File: src/rtl/ret_stack_if.sv
// Control-unit to return-address-stack bus.
// Master drives push/pop strobes; slave returns top-of-stack and status.
interface ret_stack_if #(
   parameter int PC_W  = 10,
   parameter int DEPTH = 16
);
   localparam int PTR_W = $clog2(DEPTH);

   logic            we_istack;
   logic            s_jret;
   logic [PC_W-1:0] pc_link;
   logic [PC_W-1:0] ret_addr;
   logic [PTR_W:0]  sp;
   logic            empty;
   logic            full;
   logic            ovf;
   logic            unf;

   modport master (
      output we_istack, s_jret, pc_link,
      input  ret_addr, sp, empty, full, ovf, unf
   );

   modport slave (
      input  we_istack, s_jret, pc_link,
      output ret_addr, sp, empty, full, ovf, unf
   );
endinterface

File: src/rtl/ret_stack.sv
// Hardware return-address stack: JAL pushes PC+1, RET pops.
// Top-of-stack is combinational so RET resolves in the same cycle.
module ret_stack #(
   parameter int PC_W  = 10,
   parameter int DEPTH = 16
) (
   input  logic         clk,
   input  logic         reset,
   ret_stack_if.slave   bus
);
   localparam int PTR_W = $clog2(DEPTH);
   localparam logic [PTR_W:0]   SP_ONE  = 1;
   localparam logic [PTR_W:0]   SP_FULL = DEPTH[PTR_W:0];
   localparam logic [PTR_W-1:0] IX_ONE  = 1;

   logic [PC_W-1:0]  r_mem [DEPTH];
   logic [PTR_W:0]   r_sp;
   logic             r_ovf;
   logic             r_unf;

   logic             w_push;
   logic             w_pop;
   logic             w_empty;
   logic             w_full;
   logic [PTR_W-1:0] w_wr_ix;
   logic [PTR_W-1:0] w_top_ix;

   assign w_push   = bus.we_istack & ~bus.s_jret;
   assign w_pop    = bus.we_istack &  bus.s_jret;
   assign w_empty  = (r_sp == '0);
   assign w_full   = (r_sp == SP_FULL);
   assign w_wr_ix  = r_sp[PTR_W-1:0];
   // At full, the low bits wrap to 0 so minus one still lands on DEPTH-1.
   assign w_top_ix = r_sp[PTR_W-1:0] - IX_ONE;

   always_ff @(posedge clk or negedge reset) begin
      if (!reset) begin
         r_sp  <= '0;
         r_ovf <= 1'b0;
         r_unf <= 1'b0;
         for (int i = 0; i < DEPTH; i++) begin
            r_mem[i] <= '0;
         end
      end else begin
         if (w_push) begin
            if (w_full) begin
               r_ovf <= 1'b1;
            end else begin
               r_mem[w_wr_ix] <= bus.pc_link;
               r_sp           <= r_sp + SP_ONE;
            end
         end else if (w_pop) begin
            if (w_empty) begin
               r_unf <= 1'b1;
            end else begin
               r_sp <= r_sp - SP_ONE;
            end
         end
      end
   end

   assign bus.ret_addr = w_empty ? '0 : r_mem[w_top_ix];
   assign bus.sp       = r_sp;
   assign bus.empty    = w_empty;
   assign bus.full     = w_full;
   assign bus.ovf      = r_ovf;
   assign bus.unf      = r_unf;
endmodule
File: src/flat_wrapper.sv
// flat-port wrapper written by rule: the top's interface ports become plain ports
module ret_stack_flat 
#(
   parameter int PC_W  = 10,
   parameter int DEPTH = 16
)
  (clk, reset, bus_we_istack, bus_s_jret, bus_pc_link, bus_ret_addr, bus_sp, bus_empty, bus_full, bus_ovf, bus_unf);
  ret_stack_if #(.PC_W(PC_W), .DEPTH(DEPTH)) bus_i ();
  input  logic clk;
  input  logic reset;
  input wire logic [$bits(bus_i.we_istack)-1:0] bus_we_istack;
  input wire logic [$bits(bus_i.s_jret)-1:0] bus_s_jret;
  input wire logic [$bits(bus_i.pc_link)-1:0] bus_pc_link;
  output wire logic [$bits(bus_i.ret_addr)-1:0] bus_ret_addr;
  output wire logic [$bits(bus_i.sp)-1:0] bus_sp;
  output wire logic [$bits(bus_i.empty)-1:0] bus_empty;
  output wire logic [$bits(bus_i.full)-1:0] bus_full;
  output wire logic [$bits(bus_i.ovf)-1:0] bus_ovf;
  output wire logic [$bits(bus_i.unf)-1:0] bus_unf;
  assign bus_i.we_istack = bus_we_istack;
  assign bus_i.s_jret = bus_s_jret;
  assign bus_i.pc_link = bus_pc_link;
  assign bus_ret_addr = bus_i.ret_addr;
  assign bus_sp = bus_i.sp;
  assign bus_empty = bus_i.empty;
  assign bus_full = bus_i.full;
  assign bus_ovf = bus_i.ovf;
  assign bus_unf = bus_i.unf;
  ret_stack #(.PC_W(PC_W), .DEPTH(DEPTH)) u_core (.clk(clk), .reset(reset), .bus(bus_i));
endmodule
File: config.mk
export PLATFORM = sky130hd
export DESIGN_NAME = ret_stack_flat
export DESIGN_NICKNAME = d
export VERILOG_FILES = /design/src/rtl/ret_stack_if.sv /design/src/rtl/ret_stack.sv /design/src/flat_wrapper.sv
export SDC_FILE = /design/constraint.sdc
export NUM_CORES = 1
export LEC_CHECK = 0
export ABC_AREA = 1
export BUFFER_PORTS_ARGS = -buffer_cell sky130_fd_sc_hd__buf_2
export CORE_ASPECT_RATIO = 0.5
export CORE_UTILIZATION = 65
export DETAILED_ROUTE_END_ITERATION = 8
export PLACE_DENSITY = 0.83
export SYNTH_ARGS = -nofsm -noshare
export SYNTH_HDL_FRONTEND = slang
export SYNTH_SLANG_ARGS = --single-unit
File: constraint.sdc
create_clock -name clk -period 7.3 [get_ports clk]
set_clock_uncertainty 0.2 [all_clocks]
set_input_delay 2.19 -clock clk [delete_from_list [all_inputs] [get_ports clk]]
set_output_delay 2.19 -clock clk [all_outputs]
set_load 0.02 [all_outputs]
==> impl_metrics.sql, run 1 <==
INSERT INTO impl_metrics (metric_group, metric, value, unit) VALUES
('detailed_routing', 'vias', '7022', ''),
('hold_path', 'hold_path.startpoint', 'u_core.bus.unf$_DFFE_PN0P_', ''),
('global_routing', 'grt_max_degree', '117', ''),
('synth', 'synth.ff_latch_count', '167', ''),
('critical_path', 'reg2reg_slack', '4.52', 'ns'),
('timing', 'setup-tns-final', '0', 'ns'),
('detailed_routing', 'avgRoutedWirePerCell', '18.2', 'um'),
('power_and_ir_drop', 'cellPowerDensity', '551', 'mW/mm2'),
('layout', 'multiInputGateArea', '0.00342', 'mm2'),
('synth', 'synth_warnings', '0', ''),
('critical_path', 'critical_path.max_fanout', '50', ''),
('power_and_ir_drop', 'peakVddDrop', '0.380', 'mV'),
('critical_path', 'cp.buffers_inverters', '4', ''),
('critical_path', 'worst_path_max_delay_cell', 'inv_1', ''),
('run', 'max_cap_viol_count', '0', ''),
('critical_path', 'criticalPathCategory', 'flop to primary output', ''),
('hold_path', 'worstHoldPathCells', '1', ''),
('run_status', 'status', 'complete, no violations', ''),
('timing', 'rsz0062_at_grt', 'false', ''),
('clocking', 'cts.root.buffer_cell', 'clkbuf_16', ''),
('clocking', 'htree_num_levels', '4', ''),
('power_and_ir_drop', 'power_frac_comb', '47.3', '%'),
('timing', 'final_hold_viol_count', '0', ''),
('placed_design', 'dp.cells', '1140', ''),
('placed_design', 'cell_area_reported_after_detailed_placement', '0.00815', 'mm2'),
('clocking', 'clk_lat_worst_skew', '0.42', 'ns'),
('critical_path', 'setup.worst_path.end_class', 'primary output', ''),
('synth', 'postSynthNetCount', '1038', ''),
('die', 'die-height', '81.6', 'um'),
('die', 'die_area', '0.0132', 'mm2'),
('hold_path', 'hold_path_class', 'flop to flop', ''),
('critical_path', 'crit_path_start_kind', 'flop', ''),
('placed_design', 'port_buffers', '32', ''),
('placed_design', 'routabilityCongestion', '0.887', ''),
('synth', 'netlist_instances', '1014', ''),
('power_and_ir_drop', 'power.static_leakage', '4.33', 'nW'),
('critical_path', 'number_of_cell_instances_on_the_worst_register_to_register_path', '7', ''),
('critical_path', 'timing.critical_path.cells', 'inv_1 > ha_1 > buf_4 > inv_1 > nand3_1 > nand3_1 > nand3_1 > nand2_1 > nor2_1 > buf_2', ''),
('power_and_ir_drop', 'sw_frac_of_total', '44.8', '%'),
('layout', 'post_route_cells_drive_above_1_share', '9.73', '%'),
('die', 'die_width', '161', 'um'),
('timing', 'setup_violations', '0', ''),
('power_and_ir_drop', 'net-switching-power', '2.17', 'mW'),
('detailed_routing', 'drt-total-wl', '21300', 'um'),
('critical_path', 'critical-path-top-delay-family', 'buffers and inverters', ''),
('clocking', 'cts_resized', '0', ''),
('layout', 'regArea', '0.00418', 'mm2'),
('critical_path', 'timing.rr.start', 'u_core.bus.sp[0]$_DFFE_PN0P_', ''),
('detailed_routing', 'drt_pre_antenna_iters', '7', ''),
('layout', 'antennaDiodeCount', '0', ''),
('clocking', 'number_of_buffers_inserted_to_repair_setup_after_cts', '0', ''),
('global_routing', 'antenna_violations_before_repair', '0', ''),
('die', 'ioPinCount', '33', ''),
('critical_path', 'number_of_cells_on_the_critical_path', '10', ''),
('global_routing', 'first_global_vias', '6360', ''),
('synth', 'yosysSeqAreaShare', '50.7', '%'),
('placed_design', 'detailedPlacementHpwl', '12700', 'um'),
('layout', 'fin_area', '0.00879', 'mm2'),
('layout', 'final_cell_count_no_fill', '1172', ''),
('power_and_ir_drop', 'sequentialPowerShare', '32.6', '%'),
('timing', 'tightest_slew', '1.19', 'ns'),
('detailed_routing', 'final_antenna_net_count', '0', ''),
('clocking', 'cts.reportedPaths.clkPinSlew', '0.06', 'ns'),
('critical_path', 'critical_path_arrival', '3.71', 'ns'),
('critical_path', 'crit_top_cell', 'nand3_1', ''),
('global_routing', 'grt_util_all_layers', '34.5', '%'),
('global_routing', 'wire_length_of_the_first_global_routing_pass', '34000', 'um'),
('global_routing', 'gr-total-overflow', '0', ''),
('synth', 'yosysUniqueCellTypes', '28', ''),
('die', 'core.rowCount', '28', ''),
('synth', 'synth_cell_area', '0.00824', 'mm2');
[power by group through the flow]
stage	Sequential, mW	Combinational, mW	Clock [mW]
after global placement	1.56	2.17	0
after detailed placement	1.57	2.22	0
after global routing	1.62	2.52	1.01
final	1.58	2.29	0.974
after CTS	1.57	2.25	0.972
after floorplan	1.54	1.64	0
[final timing paths]
path	end
setup reg to reg	u_core.r_mem[12]$_DFFE_PN0P_
hold reg to reg	u_core.bus.unf$_DFFE_PN0P_
max in group asynchronous	u_core.r_mem[40]$_DFFE_PN0P_
min in group asynchronous	u_core.r_mem[11]$_DFFE_PN0P_
hold / removal	u_core.bus.unf$_DFFE_PN0P_
setup / recovery	bus_ret_addr[3]
[metal layers]
metal	track usage, %	wire, um
met5	0	0
met3	9.80	2500
met1	49.8	9260
met2	50.9	9270
met4	10.3	289
[placed cells by master (no fill, tap or decap), types with 2 or more instances in the layout]
cell | Yosys | final
buf_4 | 6 | 5
inv_1 | 30 | 30
nor2_1 | 33 | 33
dfrtp_1 | 167 | 166
clkbuf_8 | 0 | 4
clkinvlp_4 | 0 | 2
ha_1 | 9 | 9
buf_2 | 16 | 31
nand2_1 | 369 | 369
inv_4 | 2 | 2
o21ai_1 | 102 | 102
xor2_1 | 5 | 5
clkbuf_16 | 0 | 17
a21oi_1 | 20 | 20
nor2_4 | 2 | 2
o21ai_0 | 54 | 54
bufinv_16 | 0 | 4
nand2_4 | 12 | 12
inv_2 | 4 | 4
nand3_1 | 112 | 112
nand2_2 | 2 | 2
clkbuf_1 | 29 | 4
o21ai_2 | 8 | 8
[kinds of logic (layout without fill, tap and decap cells)]
group                      Yosys count  count (layout)  synth area share, %
DFF                                167             167                 50.7
and+or+nand+nor                    531             531                 27.3
buffers and inverters              112             105                 7.79
adders and majority gates           10              10                 1.61
xor gates and xnor gates             7               7                0.744
AOI/OAI and AO/OA                  187             187                 11.8
[worst reg2reg max path, cell delays in order, from the launching register on]
cell     delay [ns]
dfrtp_2        0.41
inv_2          0.06
buf_4          0.73
ha_1           0.29
inv_1          0.09
nor2_1         0.11
nand2_1        0.43
o21ai_0        0.36
[sequential cells by signal, summed over array words and instances (netlist names)]
signal and count:
u_core.bus.unf 1, u_core.r_mem 160, u_core.bus.sp 5, u_core.bus.ovf 1
[cell usage after synthesis]
library cell / instances / area, um2
a21o_1: 1 / 7.51
a21oi_1: 20 / 100
a31o_2: 1 / 8.76
buf_1: 3 / 11.3
buf_12: 1 / 20.0
buf_2: 16 / 80.1
buf_4: 6 / 45.0
buf_6: 21 / 236
clkbuf_1: 29 / 109
dfrtp_1: 167 / 4180
fa_1: 1 / 20.0
ha_1: 9 / 113
inv_1: 30 / 113
inv_2: 4 / 15.0
inv_4: 2 / 12.5
nand2_1: 369 / 1390
nand2_2: 2 / 12.5
nand2_4: 12 / 135
nand3_1: 112 / 561
nand4_1: 1 / 6.26
nor2_1: 33 / 124
nor2_4: 2 / 22.5
o21ai_0: 54 / 270
o21ai_1: 102 / 510
o21ai_2: 8 / 70.1
o21bai_1: 1 / 7.51
xnor2_1: 2 / 17.5
xor2_1: 5 / 43.8
[through the flow]
step | hold WS [ns] | total power [mW] | worst slack [ns] | util [%]
floorplan | 0.253 | 3.18 | 2.42 | -
global placement | 0.256 | 3.73 | 1.92 | 67.5
detailed placement | 0.258 | 3.79 | 1.81 | 67.5
CTS | 0.274 | 4.79 | 1.32 | 72.7
global route | 0.282 | 5.14 | 1.08 | 72.7
finish | 0.271 | 4.84 | 1.20 | 72.7
[area by class of cell]
class                   instances  area share (%)
clock inverters                 7            1.59
repair buffers                 37            2.32
multi-input cells             735            38.9
clock buffers                  25            5.64
well taps                     165            2.35
inverters                      36            1.59
flip-flops and latches        167            47.6
Note: power is estimated with default switching activity, not from simulation.
==> run 2: changes to the inputs <==
ABC_AREA = 0   (was 1)
CORE_UTILIZATION = 62   (was 65)
PLACE_DENSITY = 0.8   (was 0.83)
clock period = 6 ns   (was 7.3 ns; I/O delays follow)
==> run 2 against run 1 <==
  * Sequential share of layout area is 0.068 points higher
  * Die area barely moved
  * Hold slack worse by 0.0046 ns
  * Via count decreased by 37%
  * Combinational power about the same
  * Cell count fell by 40%
  * Count of clock-buffer cells in the layout decreased by 6
  * Global-route usage is 6.0 points lower
  * Largest cell class unchanged
==> impl_metrics.sql, run 2 <==
INSERT INTO impl_metrics (metric_group, metric, value, unit) VALUES
('placed_design', 'port_buffers', '32', ''),
('synth', 'synth_cell_area', '0.00786', 'mm2'),
('clocking', 'cts.reportedPaths.clkPinSlew', '0.07', 'ns'),
('global_routing', 'antenna_violations_before_repair', '0', ''),
('critical_path', 'worst_path_max_delay_cell', 'xnor2_2', ''),
('detailed_routing', 'drt-vias-per-instance', '6.33', ''),
('placed_design', 'detailedPlacementHpwl', '10500', 'um'),
('layout', 'antennaDiodeCount', '0', ''),
('synth', 'yosysUniqueCellTypes', '38', ''),
('timing', 'final_hold_viol_count', '0', ''),
('detailed_routing', 'detailedRoute.firstIterationViolations', '258', ''),
('timing', 'tightest_slew', '1.07', 'ns'),
('synth', 'yosysTopAreaCellShare', '53.2', '%'),
('clocking', 'cts_resized', '0', ''),
('synth', 'synth_async_sr_flop_share', '100', '%'),
('clocking', 'hold_buffers', '0', ''),
('clocking', 'clkSinkCount', '167', ''),
('clocking', 'cts.root.buffer_cell', 'clkbuf_16', ''),
('synth', 'synth_top_cells_by_area', 'dfrtp_1, mux2_2, mux4_2, mux2i_1, mux2_1', ''),
('clocking', 'number_of_buffers_inserted_to_repair_setup_after_cts', '0', ''),
('synth', 'synth_warnings', '0', ''),
('critical_path', 'criticalPathCategory', 'flop to primary output', ''),
('synth', 'ys_dominant_reg_cell', 'dfrtp_1', ''),
('critical_path', 'critical_path.max_fanout', '12', ''),
('clocking', 'clock_path_buffers', '2', ''),
('critical_path', 'crit_path_start_kind', 'flop', ''),
('die', 'ioPinCount', '33', ''),
('detailed_routing', 'avgRoutedWirePerCell', '24.2', 'um'),
('layout', 'max_ffs_per_register', '160', ''),
('placed_design', 'dp.cells', '667', ''),
('placed_design', 'routabilityCongestion', '0.759', ''),
('synth', 'synth_enable_flop_cells', '0', ''),
('timing', 'period_needed', '5.11', 'ns'),
('timing', 'setup-tns-final', '0', 'ns'),
('timing', 'max_freq', '0.196', 'GHz'),
('die', 'die-height', '81.6', 'um'),
('layout', 'fin_nets', '545', ''),
('die', 'die_area', '0.0132', 'mm2'),
('synth', 'yosys-top-cells-count', 'dfrtp_1, mux2_2, mux4_2, mux2i_1, clkbuf_1', ''),
('synth', 'netlist_instances', '489', ''),
('timing', 'maxSlewViolCount', '0', ''),
('layout', 'top_register', 'u_core.r_mem', ''),
('timing', 'setup_ws', '0.888', 'ns'),
('hold_path', 'hold_path_class', 'flop to flop', ''),
('global_routing', 'first_global_vias', '4681', ''),
('die', 'core.rowCount', '28', ''),
('critical_path', 'critical_path_arrival', '3.11', 'ns'),
('layout', 'synthToLayoutAreaGrowth', '11.7', '%'),
('critical_path', 'timing.critical_path.cells', 'nor3_1 > xnor2_2 > buf_4 > mux2i_1 > o22ai_1 > buf_2', ''),
('critical_path', 'cp_data_required_time', '4.00', 'ns'),
('synth', 'synth_most_common_cell', 'dfrtp_1', ''),
('global_routing', 'wire_length_of_the_first_global_routing_pass', '26800', 'um'),
('layout', 'number_of_inserted_filler_cells_in_the_final_layout', '795', ''),
('die', 'design.core.area', '0.0121', 'mm2'),
('die', 'die_width', '161', 'um'),
('detailed_routing', 'vias', '4426', ''),
('run_status', 'status', 'complete, no violations', ''),
('die', 'initial_core_util', '65.0', '%'),
('layout', 'final_cell_count_no_fill', '699', ''),
('synth', 'synth_top_cell_by_area', 'dfrtp_1', ''),
('clocking', 'cts_made_buffers', '17', ''),
('layout', 'final_cell_mix', 'dfrtp_1, mux2_2, mux4_2', ''),
('global_routing', 'grt_max_degree', '92', ''),
('clocking', 'clk_lat_worst_skew', '0.43', 'ns'),
('power_and_ir_drop', 'power', '5.34', 'mW'),
('placed_design', 'dp_worst_setup_slack', '1.36', 'ns'),
('synth', 'yosysSeqAreaShare', '53.2', '%'),
('power_and_ir_drop', 'cellPowerDensity', '608', 'mW/mm2'),
('run', 'max_cap_viol_count', '0', ''),
('power_and_ir_drop', 'peakVddDrop', '0.316', 'mV'),
('detailed_routing', 'drt-total-wl', '16900', 'um'),
('synth', 'synth.ff_latch_count', '167', ''),
('power_and_ir_drop', 'power.static_leakage', '4.16', 'nW'),
('timing', 'setup_violations', '0', ''),
('global_routing', 'gr-total-overflow', '0', ''),
('detailed_routing', 'final_antenna_net_count', '0', ''),
('layout', 'most_common_cell_after_layout_fill_and_taps_aside', 'dfrtp_1', ''),
('critical_path', 'setup.worst_path.end_class', 'primary output', ''),
('critical_path', 'slowest_delay', '0.80', 'ns'),
('detailed_routing', 'post-route-drc-count', '0', ''),
('detailed_routing', 'drt_pre_antenna_iters', '4', ''),
('layout', 'post_route_cells_drive_above_1_share', '53.4', '%'),
('timing', 'rsz0062_at_grt', 'false', ''),
('global_routing', 'grt_util_all_layers', '28.5', '%'),
('clocking', 'htree_num_levels', '4', ''),
('synth', 'postSynthNetCount', '513', ''),
('synth', 'syn_area_per_cell', '16.1', 'um2'),
('timing', 'layout_worst_path_cycle_share', '85.2', '%'),
('clocking', 'clock_tree_from_tritoncts', 'done', ''),
('timing', 'timing.slew.headroom', '28.5', '%');
run 2: changes by cell type after synthesis, sizes merged, moves of 10 or more:
cell and delta:
nand2 -362, clkbuf -15, o22ai +10, a21oi -16, mux4 +40, buf -36, mux2i +20, inv -33
o21ai -160, nor2 -32, mux2 +162, nand3 -111
run 2: metal layers:
metal  wire length (um)  up-vias  GRT usage, %  share of wire (%)
li1                   -     1903             -                  -
met1               7860     2390          41.2                 46
met2               7740      121          44.0                 46
met3               1200       12          5.86                7.1
met4                141        0          9.15               0.83
met5                  0        -             0                  0
run 2: layout make-up:
| class | count | area [um2] | area share [%] |
|---|---|---|---|
| Multi-Input combinational cell | 294 | 3550 | 40.4 |
| Inverter | 3 | 16.3 | 0.185 |
| Sequential cell | 167 | 4180 | 47.6 |
| Timing Repair Buffer | 38 | 211 | 2.41 |
| Clock inverter | 13 | 170 | 1.94 |
| Tap cell | 165 | 206 | 2.35 |
| Clock buffer | 19 | 443 | 5.05 |
run 2: path summary, 6_finish.rpt:
check,startpoint,end,slack (ns),depth (start not counted)
worst max-delay path,u_core.bus.sp[2]$_DFFE_PN0P_,bus_ret_addr[7],0.89,6
worst min-delay path,u_core.bus.unf$_DFFE_PN0P_,u_core.bus.unf$_DFFE_PN0P_,0.27,1
worst max register to register,u_core.bus.sp[0]$_DFFE_PN0P_,u_core.r_mem[69]$_DFFE_PN0P_,3.48,4
worst min register to register,u_core.bus.unf$_DFFE_PN0P_,u_core.bus.unf$_DFFE_PN0P_,0.27,1
max in group asynchronous,reset,u_core.r_mem[51]$_DFFE_PN0P_,3.30,2
min in group asynchronous,reset,u_core.r_mem[2]$_DFFE_PN0P_,1.25,1
run 2: where the power goes:
part	internal, mW	switching (mW)	leakage, nW
clock	0.672	0.468	0.296
sequential	1.61	0.284	2.14
combinational	1.18	1.12	1.72
total	3.46	1.88	4.16
run 2: worst max-delay path: cells and delay by family (launching register included):
kind,cells,cell delay [ns]
AND/OR/NAND/NOR,1,0.16
AO/OA/AOI/OAI,1,0.14
multiplexers,1,0.36
flip-flops,1,0.61
XOR/XNOR,1,0.80
buffers and inverters,2,0.61
run 2: cells by family after synthesis:
kind of cell	synth area share (%)
DFF	53.2
and+or+nand+nor	3.25
buffers and inverters	1.80
xor gates and xnor gates	0.780
muxes	37.5
AOI/OAI and AO/OA	1.80
adders and majority gates	1.69
run 2: through the flow:
stage,hold WS (ns),instance area (um2),util [%]
after floorplan,0.259,7860,-
after global placement,0.236,8160,67.5
after detailed placement,0.247,8160,67.5
after CTS,0.263,8780,72.6
after global routing,0.275,8780,72.6
final,0.266,8780,72.6
==> run 3: changes to the inputs <==
ABC_AREA = 1   (was 0)
CELL_PAD_IN_SITES_DETAIL_PLACEMENT = 1   (was not set)
CELL_PAD_IN_SITES_GLOBAL_PLACEMENT = 1   (was not set)
CORE_UTILIZATION = 50   (was 62)
PLACE_DENSITY = not set   (was 0.8)
PLACE_DENSITY_LB_ADDON = 0.1   (was not set)
clock period = 6.4 ns   (was 6 ns; I/O delays follow)
==> run 3 against run 2 <==
  * Total power increased by 4.2%
  * Sequential power shrank 4%
  * Via count up 58%
  * Register-to-register slack lost 0.08 ns
  * Combinational power up 16%
  * Setup slack improved by 0.16 ns
  * Non-clock buffer count stayed put
  * Sequential share of layout area decreased by 0.38 points
  * Global-route usage grew 3.2 points
  * Utilization is 16 points lower
  * Critical path depth rose by 3
  * Clock power down 5%
  * Critical path type unchanged
==> impl_metrics.sql, run 3 (same netlist as run 1, synthesis figures left out) <==
INSERT INTO impl_metrics (metric_group, metric, value, unit) VALUES
('timing', 'max_freq', '0.187', 'GHz'),
('die', 'die_width', '184', 'um'),
('timing', 'period_needed', '5.36', 'ns'),
('power_and_ir_drop', 'power', '5.56', 'mW'),
('global_routing', 'grt_max_degree', '92', ''),
('critical_path', 'critical_path.max_fanout', '67', ''),
('placed_design', 'dp_worst_setup_slack', '1.57', 'ns'),
('power_and_ir_drop', 'peakVddDrop', '0.257', 'mV'),
('placed_design', 'port_buffers', '32', ''),
('die', 'initial_core_util', '52.3', '%'),
('timing', 'setup_violations', '0', ''),
('timing', 'setup-tns-final', '0', 'ns'),
('clocking', 'number_of_buffers_inserted_to_repair_setup_after_cts', '0', ''),
('timing', 'layout_worst_path_cycle_share', '83.7', '%'),
('critical_path', 'reg2reg_slack', '3.40', 'ns'),
('timing', 'setup_ws', '1.04', 'ns'),
('detailed_routing', 'drt_pre_antenna_iters', '5', ''),
('detailed_routing', 'final_antenna_net_count', '0', ''),
('global_routing', 'first_global_vias', '7078', ''),
('critical_path', 'cp_data_required_time', '4.28', 'ns'),
('clocking', 'clkSinkCount', '167', ''),
('critical_path', 'setup.worst_path.end_class', 'primary output', ''),
('critical_path', 'crit_path_start_kind', 'flop', ''),
('global_routing', 'grt_util_all_layers', '31.7', '%'),
('detailed_routing', 'drt-vias-per-instance', '5.69', ''),
('die', 'ioPinCount', '33', ''),
('global_routing', 'antenna_violations_before_repair', '0', ''),
('timing', 'rsz0062_at_grt', 'false', ''),
('detailed_routing', 'detailedRoute.firstIterationViolations', '624', ''),
('clocking', 'clk_lat_worst_skew', '0.44', 'ns'),
('run', 'max_cap_viol_count', '0', ''),
('layout', 'synthToLayoutAreaGrowth', '7.41', '%'),
('placed_design', 'routabilityCongestion', '0.879', ''),
('layout', 'post_route_cells_drive_above_1_share', '10.3', '%'),
('detailed_routing', 'vias', '6993', ''),
('detailed_routing', 'post-route-drc-count', '0', ''),
('clocking', 'clock_tree_from_tritoncts', 'done', ''),
('detailed_routing', 'avgRoutedWirePerCell', '20.5', 'um'),
('critical_path', 'criticalPathCategory', 'flop to primary output', ''),
('placed_design', 'detailedPlacementHpwl', '15800', 'um'),
('placed_design', 'dp.cells', '1197', ''),
('die', 'core.rowCount', '32', ''),
('timing', 'maxSlewViolCount', '0', ''),
('clocking', 'htree_num_levels', '4', ''),
('layout', 'final_cell_count_no_fill', '1228', ''),
('layout', 'fin_nets', '1019', ''),
('timing', 'final_hold_viol_count', '0', ''),
('clocking', 'cts.root.buffer_cell', 'clkbuf_16', ''),
('timing', 'tightest_slew', '1.07', 'ns'),
('timing', 'timing.slew.headroom', '28.2', '%'),
('power_and_ir_drop', 'power.static_leakage', '4.32', 'nW'),
('clocking', 'cts_resized', '0', ''),
('run_status', 'status', 'complete, no violations', ''),
('critical_path', 'critical_path_arrival', '3.24', 'ns'),
('layout', 'final_cell_mix', 'nand2_1, dfrtp_1, nand3_1', ''),
('layout', 'antennaDiodeCount', '0', ''),
('layout', 'top_register', 'u_core.r_mem', ''),
('clocking', 'cts_made_buffers', '17', ''),
('detailed_routing', 'drt-total-wl', '25200', 'um'),
('layout', 'number_of_inserted_filler_cells_in_the_final_layout', '1943', ''),
('global_routing', 'gr-total-overflow', '0', ''),
('global_routing', 'wire_length_of_the_first_global_routing_pass', '40400', 'um'),
('clocking', 'cts.reportedPaths.clkPinSlew', '0.07', 'ns'),
('power_and_ir_drop', 'cellPowerDensity', '629', 'mW/mm2'),
('die', 'die_area', '0.0170', 'mm2'),
('die', 'design.core.area', '0.0157', 'mm2'),
('layout', 'max_ffs_per_register', '160', ''),
('die', 'die-height', '92.8', 'um'),
('clocking', 'hold_buffers', '0', ''),
('layout', 'most_common_cell_after_layout_fill_and_taps_aside', 'nand2_1', ''),
('clocking', 'clock_path_buffers', '2', ''),
('hold_path', 'hold_path_class', 'flop to flop', '');
[run 3: cell count changes in the layout (fill, tap and decap cells not counted), moves of 28 or more]
cell | before | now
inv_1 | 2 | 30
mux2_2 | 143 | 0
mux4_2 | 40 | 0
nand2_1 | 5 | 369
nand3_1 | 1 | 112
nor2_1 | 1 | 33
o21ai_0 | 2 | 54
o21ai_1 | 1 | 102
[run 3: final cells by class]
cell class	instances	area, um2	area share [%]
multi-input combinational	735	3430	38.8
timing repair buffer	38	211	2.39
inverter	36	140	1.58
tap	221	277	3.13
sequential	167	4180	47.3
clock inverter	12	153	1.73
clock buffer	19	453	5.12
[run 3: worst max-delay path, stage by stage (launching register included)]
cell and delay [ns]:
dfrtp_2 0.41, inv_2 0.28, buf_4 0.72, nand4_1 0.20
nand2_1 0.39, inv_2 0.20, nand3_1 0.12, nand2_1 0.07
nor2_1 0.18, buf_2 0.20
[run 3: per-stage QoR]
| step | cell area [um2] | util, % | hold slack [ns] |
|---|---|---|---|
| final | 8850 | 56.2 | 0.279 |
| after global placement | 8240 | 52.4 | 0.244 |
| after CTS | 8850 | 56.2 | 0.280 |
| after floorplan | 8240 | - | 0.253 |
| after detailed placement | 8240 | 52.4 | 0.266 |
| after global routing | 8850 | 56.2 | 0.301 |
[run 3: worst paths after layout]
path | start | end | cells past startpoint
max in group asynchronous | reset | u_core.r_mem[77]$_DFFE_PN0P_ | 2
min in group asynchronous | reset | u_core.r_mem[110]$_DFFE_PN0P_ | 1
setup reg to reg | u_core.bus.sp[0]$_DFFE_PN0P_ | u_core.r_mem[17]$_DFFE_PN0P_ | 8
hold / removal | u_core.bus.ovf$_DFFE_PN0P_ | u_core.bus.ovf$_DFFE_PN0P_ | 1
hold reg to reg | u_core.bus.ovf$_DFFE_PN0P_ | u_core.bus.ovf$_DFFE_PN0P_ | 1
setup / recovery | u_core.bus.sp[0]$_DFFE_PN0P_ | bus_ret_addr[1] | 9
[run 3: routing by layer]
layer  share of wire (%)  routed length (um)  track usage, %  vias to the layer above
met1                  50               12600            47.6                     3537
met4                0.76                 192            6.94                        0
met5                   0                   0               0                        -
li1                    -                   -               -                     3234
met3                 7.1                1790            8.42                       19
met2                  42               10700            45.1                      203
[run 3: power by group]
group	internal (mW)	switching [mW]	total, mW	leakage, nW
sequential	1.52	0.309	1.83	2.17
combinational	0.836	1.82	2.66	1.86
clock	0.631	0.447	1.08	0.287
